[src/rtl/mealy_ring_fsm.sv]
// Parametrised ring sequencer with Mealy output, minimum-dwell guard and wrap/error flags.
// Out and out_valid respond in the same cycle as the command; state follows one edge later.
module mealy_ring_fsm #(
    parameter int unsigned NUM_STATES  = 4,
    parameter int unsigned OUT_WIDTH   = 2,
    parameter int unsigned MIN_DWELL   = 0,
    parameter int unsigned RESET_STATE = 1,
    localparam int unsigned STATE_WIDTH = (NUM_STATES <= 2) ? 1 : $clog2(NUM_STATES)
) (
    input  logic                   clk,
    input  logic                   rst,
    input  logic                   en,
    input  logic [1:0]             cmd,
    input  logic [STATE_WIDTH-1:0] jump_target,
    output logic [OUT_WIDTH-1:0]   out,
    output logic                   out_valid,
    output logic [STATE_WIDTH-1:0] state,
    output logic                   wrap,
    output logic                   err
);

    typedef enum logic [1:0] {
        CmdHold = 2'd0,
        CmdNext = 2'd1,
        CmdPrev = 2'd2,
        CmdJump = 2'd3
    } cmd_e;

    localparam logic [STATE_WIDTH-1:0] LAST_STATE = STATE_WIDTH'(NUM_STATES - 1);
    localparam logic [STATE_WIDTH-1:0] RESET_IDX  = STATE_WIDTH'(RESET_STATE);
    localparam logic [STATE_WIDTH:0]   NUM_EXT    = (STATE_WIDTH + 1)'(NUM_STATES);
    localparam logic [7:0]             DWELL_MAX  = 8'(MIN_DWELL);

    logic [STATE_WIDTH-1:0] r_state;
    logic [OUT_WIDTH-1:0]   r_out;
    logic [7:0]             r_dwell;

    logic                   w_jump_ok;
    logic                   w_dwell_ok;
    logic                   w_accept;
    logic [STATE_WIDTH-1:0] w_dest;
    logic [STATE_WIDTH:0]   w_dest_p1;
    logic [OUT_WIDTH-1:0]   w_out_acc;

    // Widen by one bit so NUM_STATES == 2^STATE_WIDTH still compares correctly.
    assign w_jump_ok  = ({1'b0, jump_target} < NUM_EXT);
    assign w_dwell_ok = (r_dwell >= DWELL_MAX);

    always_comb begin
        w_dest = r_state;
        unique case (cmd)
            CmdNext: w_dest = (r_state == LAST_STATE) ? '0 : r_state + STATE_WIDTH'(1);
            CmdPrev: w_dest = (r_state == '0) ? LAST_STATE : r_state - STATE_WIDTH'(1);
            CmdJump: w_dest = jump_target;
            default: w_dest = r_state;
        endcase
    end

    assign w_dest_p1 = {1'b0, w_dest} + (STATE_WIDTH + 1)'(1);
    assign w_out_acc = OUT_WIDTH'(w_dest_p1);

    always_comb begin
        w_accept = rst && en && (cmd != CmdHold) && w_dwell_ok
                   && ((cmd != CmdJump) || w_jump_ok);
        out_valid = w_accept;
        out       = '0;
        if (rst) begin
            out = w_accept ? w_out_acc : r_out;
        end
        wrap = w_accept && (((cmd == CmdNext) && (r_state == LAST_STATE))
                         || ((cmd == CmdPrev) && (r_state == '0)));
        // Flagged regardless of dwell so a bad target is never silently swallowed.
        err  = rst && en && (cmd == CmdJump) && !w_jump_ok;
    end

    always_ff @(posedge clk or negedge rst) begin
        if (!rst) begin
            r_state <= RESET_IDX;
            r_out   <= '0;
            r_dwell <= '0;
        end else if (w_accept) begin
            r_state <= w_dest;
            r_out   <= w_out_acc;
            r_dwell <= '0;
        end else if (r_dwell < DWELL_MAX) begin
            r_dwell <= r_dwell + 8'd1;
        end
    end

    assign state = r_state;

endmodule

[config.mk]
export PLATFORM = sky130hd
export DESIGN_NAME = mealy_ring_fsm
export DESIGN_NICKNAME = d
export VERILOG_FILES = /design/src/rtl/mealy_ring_fsm.sv
export SDC_FILE = /design/constraint.sdc
export NUM_CORES = 1
export LEC_CHECK = 0
export ABC_CLOCK_PERIOD_IN_PS = 2650
export CAP_MARGIN = 30
export CORE_AREA = 2 2 39 41
export CTS_BUF_LIST = sky130_fd_sc_hd__clkbuf_16
export CTS_CLUSTER_SIZE = 12
export DETAILED_ROUTE_END_ITERATION = 8
export DIE_AREA = 0 0 41 43
export HOLD_SLACK_MARGIN = 0.03
export PLACE_DENSITY = 0.55
export SYNTH_ARGS = -nofsm -noshare
export SYNTH_HDL_FRONTEND = slang
export SYNTH_SLANG_ARGS = --single-unit
[constraint.sdc]
create_clock -name clk -period 2.65 [get_ports clk]
set_input_delay 0.53 -clock clk [delete_from_list [all_inputs] [get_ports clk]]
set_output_delay 0.53 -clock clk [all_outputs]
set_load 0.1 [all_outputs]
## Word level (Yosys, flattened, before mapping)

Cells that the tools add are included.

- Flip-flop bits (word level): 12
- Latch bits: 0
- Memory bits (writable): 0
- Memory bits (read-only): 0
- Input port bits: 7
- Output and inout port bits: 7
- Word-level logic and storage cells: 30
- Memories: 0

- $add $sub $neg: 4
- $mul: 0
- Div/mod/pow operators: 0
- Magnitude comparators: 2
- Equal/unequal tests: 4
- Shifts and indexed selects: 0
- Mux-type cells: 7
- Bitwise logic cells: 0
- Reduce and logical (&&, ||, !) cells: 10

Operators with widths:

| kind | count |
|---|---|
| $mux W8 | 2 |
| $add A8 B1 Y8 const B | 1 |
| $ge A8 B1 Y1 const B | 1 |
| $lt A8 B1 Y1 const B | 1 |
| $mux W2 | 4 |
| $eq A2 B2 Y1 const B | 3 |
| $logic_and A1 B1 Y1 | 6 |
| $pmux W2 S3 | 1 |
| $add A2 B1 Y2 const B | 2 |
| $reduce_bool A2 Y1 | 2 |
| $eq A2 B1 Y1 const B | 1 |
| $logic_not A2 Y1 | 1 |
| $sub A2 B1 Y2 const B | 1 |
| $logic_or A1 B1 Y1 | 1 |

## Depth between registers and ports, before layout

- Word-level depth: 6
- Gate-level depth with buffers: 7
- Gate-level depth less buffers: 7

## Worst setup path after synthesis

No wires, ideal clock.

- Kind: register to output
- Start point: register r_state[1] (netlist: state[1])
- End point: output out[1]
- Data arrival time: 3932 ps
- Required time: 2120 ps
- Slack: -1812 ps
- Cell stages (with the launch flop): 8
- Buffers on the path: 0
- Cell sequence: dfrtp_1 -> inv_1 -> ha_1 -> nand2_1 -> o21ai_0 -> o21ai_0 -> xor2_1 -> o21ai_0

- Word-level cells in the longest chain between the ends: 6
- Elaborated cells between the ends (all ways): 10
- Classes of those cells: add/sub (3); eq/ne (1); mux (5); reduce/logical (1)

RTL lines:

| item | RTL line | text |
|---|---|---|
| from (decl) | 34 | `logic [STATE_WIDTH-1:0] r_state;` |
| from (signal assigned) | 82 | `r_state <= w_dest;` |
| $sub A2 B1 Y2, or another cell as far along | 53 | `CmdPrev: w_dest = (r_state == '0) ? LAST_STATE : r_state - STATE_WIDTH'(1);` |
| $mux W2, on equally long branches | 53, 52 |  |
| $pmux W2 S3 * | 51 | `unique case (cmd)` |
| $add A2 B1 Y2 * | 59 | `assign w_dest_p1 = {1'b0, w_dest} + (STATE_WIDTH + 1)'(1);` |
| $mux W2 * | 68 | `out = w_accept ? w_out_acc : r_out;` |
| $mux W2 * | 67 | `if (rst) begin` |
| to (decl) | 15 | `output logic [OUT_WIDTH-1:0] out,` |

Every way passes the cells marked *; elsewhere a longest branch is shown, timed or not.

## Worst setup path after layout

- Start point: register r_state[0] (netlist: state[0])
- End point: output out[1]

Same word-level chain as after synthesis.

==> flow_metrics.env <==
export IMPL_ys_ff_latch=4
export IMPL_wire_per_inst_um=11.3
export IMPL_antenna_found_initial=0
export IMPL_ctsHoldBuffers=0
export IMPL_grt_pass1_vias=296
export IMPL_hp_start="r_out[0]$_DFF_PN0_"
export IMPL_die_y_um=43
export IMPL_fin_crit_sh=0.958
export IMPL_rr_worst_depth=7
export IMPL_n_antenna_cell=0
export IMPL_p_per_area_nw_per_um2=955
export IMPL_wl_um=823
export IMPL_htreeDepth=1
export IMPL_synth_cell_type_count=19
export IMPL_syn_avg_cell_area_um2=7.41
export IMPL_cpPeakStageDelay_ns=0.63
export IMPL_grt_use_total=0.117
export IMPL_setup_viol=0
export IMPL_crit_path_max_fanout=4
export IMPL_core_area_um2=1380
export IMPL_cp_top_family="flip-flops"
export IMPL_holdPathStages=2
export IMPL_crit_path_start="state[0]$_DFFE_PN1P_"
export IMPL_dpl_worst_slack_ns=0.0110
export IMPL_fp_dieW_um=41
export IMPL_cts_tree="built"
export IMPL_path_cells="inv_4, ha_4, o211ai_1, o21ai_2, xor2_2, o21ai_4, buf_12"
export IMPL_power_uw=587
export IMPL_fmax_mhz=394
export IMPL_leakage_uw=0.000284
export IMPL_peakVddDrop_uv=245
export IMPL_gr_total_overflow=0
export IMPL_whs_ns=0.483
export IMPL_min_path_type="reg -> reg"
export IMPL_met3_length_um=56
export IMPL_postSynthCellCount=40
export IMPL_cts_sinks=4
export IMPL_finalNetCount=67
export IMPL_gp_congestion=0.618
export IMPL_vias_per_cell=4.36
export IMPL_maxCapViolations=0
export IMPL_reg2reg_to="r_out[1]$_DFF_PN0_"
export IMPL_drive_gt1_frac=0.404
export IMPL_io_pins=14
export IMPL_cp_arrival_ns=2.01
export IMPL_status="finished, final reports clean"
export IMPL_hpwl_um=588
export IMPL_syn2layout_area_growth_pct=107
export IMPL_cp_required_ns=2.12
export IMPL_synth_fp_nets=49
export IMPL_syn_area_um2=297
export IMPL_place_port_buffers=12
export IMPL_crit_buf_inv=2
export IMPL_grt_start_max_net_pins=12
export IMPL_yosys_warnings=0
export IMPL_start_util=0.214
export IMPL_seq_area_frac_synth=0.342
export IMPL_grt_pass1_wl_um=1250
export IMPL_firstDrtPassIters=2
export IMPL_start_kind="register"
export IMPL_hold_violations=0
export IMPL_fin_crit_ns=2.54
export IMPL_clk_pin_slew_ns=0.03
export IMPL_slowest_stage="dfstp_4"
export IMPL_r2r_start="state[0]$_DFFE_PN1P_"
export IMPL_met2_length_um=425
export IMPL_cts_max_path_buffers=2
export IMPL_worst_r2r_setup_slack_ns=0.89
export IMPL_hold_path_endpoint="r_out[0]$_DFF_PN0_"
export IMPL_rsz0062_at_grt="no"
export IMPL_rows=14
export IMPL_endpoint_kind="output pin"
export IMPL_clock_skew_ns=0.00571
export IMPL_clkLatencyLatePin_ns=0.23
export IMPL_drc_errors=0
export IMPL_cts_root_buffer="clkbuf_16"
export IMPL_die_area_um2=1760
export IMPL_drt_met1_wl_um=310
export IMPL_setup_slack_ns=0.111
export IMPL_dr_total_vias=318
export IMPL_maxSlewViolCount=0
export IMPL_drtIter0Drc=1
export IMPL_highest_layer="met4"
export IMPL_path_class="reg -> out"
export IMPL_cts_buffers_inserted=3
export IMPL_drtAntennaViolNets=0
[power by group]
part / leakage [uW] / switching [uW] / internal, uW
sequential: 0.0000465 / 13.4 / 81.3
combinational: 0.000195 / 167 / 80.1
clock: 0.0000423 / 49.5 / 195
[registers in the layout (all words and copies together), names as in the netlist]
register and flops:
state 2, r_out 2
[worst register-to-register path, delay by kind of cell, from the launching register on]
family | cells | cell delay [ns]
buffers and inverters | 1 | 0.05
and+or+nand+nor | 1 | 0.06
DFF | 1 | 0.63
AOI/OAI and AO/OA | 3 | 0.42
xor gates and xnor gates | 1 | 0.23
adders and majority gates | 1 | 0.23
[placed cells by master, fill, tap and decap left out, drive strengths merged]
cell type	n
ha	2
nor3	1
nor2	3
dfrtp	3
nor2b	1
xor2	1
buf	9
o21ai	8
inv	5
clkbuf	3
nand2	6
dlymetal6s2s	2
o211ai	2
nand3	1
dfstp	1
clkdlybuf4s50	4
a21oi	3
conb	1
and2	1
[through the flow]
stage	setup TNS [ns]	util	cell area, um^2	instances
6_report	0	0.444	614	73
5_1_grt	0	0.444	614	73
4_1_cts	0	0.436	603	73
3_5_place_dp	0	0.373	517	69
3_3_place_gp	-0.00511	0.373	517	69
2_1_floorplan	0	-	332	40
[worst max path at each step]
stage                         to  slack, ns  cells after the start
after global placement    out[1]     -0.005                      7
after detailed placement  out[1]       0.01                      7
after CTS                 out[1]       0.03                      6
after global routing      out[1]       0.06                      8
final                     out[1]       0.11                      7
after floorplan           out[1]      0.006                      6
[layer usage]
metal | vias up | global-route usage
li1 | 164 | -
met1 | 141 | 0.0971
met2 | 10 | 0.194
met3 | 3 | 0.0471
met4 | 0 | 0.100
met5 | - | 0
[Yosys cell counts (all sizes together)]
| library cell | instances | share of area |
|---|---|---|
| o21ai | 8 | 0.15 |
| xor2 | 1 | 0.030 |
| ha | 2 | 0.084 |
| o211ai | 2 | 0.051 |
| dfstp | 1 | 0.089 |
| buf | 2 | 0.042 |
| nor2 | 3 | 0.038 |
| a21oi | 3 | 0.051 |
| nor3 | 1 | 0.017 |
| nor2b | 1 | 0.021 |
| nand3 | 1 | 0.017 |
| conb | 1 | 0.013 |
| inv | 4 | 0.051 |
| nand2 | 6 | 0.076 |
| dfrtp | 3 | 0.25 |
| and2 | 1 | 0.021 |
[cells by family after synthesis]
family / count (synthesis) / synth area share
buffers and inverters: 6 / 0.0928
other: 1 / 0.0126
xor gates and xnor gates: 1 / 0.0295
AOI/OAI and AO/OA: 13 / 0.249
DFF: 4 / 0.342
adders and majority gates: 2 / 0.0844
and+or+nand+nor: 13 / 0.190
[area by class of cell]
class                           instances  area [um^2]
Fill cell                             148          769
Multi-Input combinational cell         30          209
Timing Repair Buffer                   15          183
Sequential cell                         4          106
Clock buffer                            3         75.1
Tap cell                               16         20.0
Inverter                                4         17.5
Clock inverter                          1         3.75
[what timing repair did]
action | CTS | global route
setup endpoints to repair | 1 | 2
endpoints found under the hold margin | 0 | 0
pin swaps | 0 | 0
setup buffers | 0 | 0
gates resized for setup | 1 | 4
(Power assumes the default switching activity.)
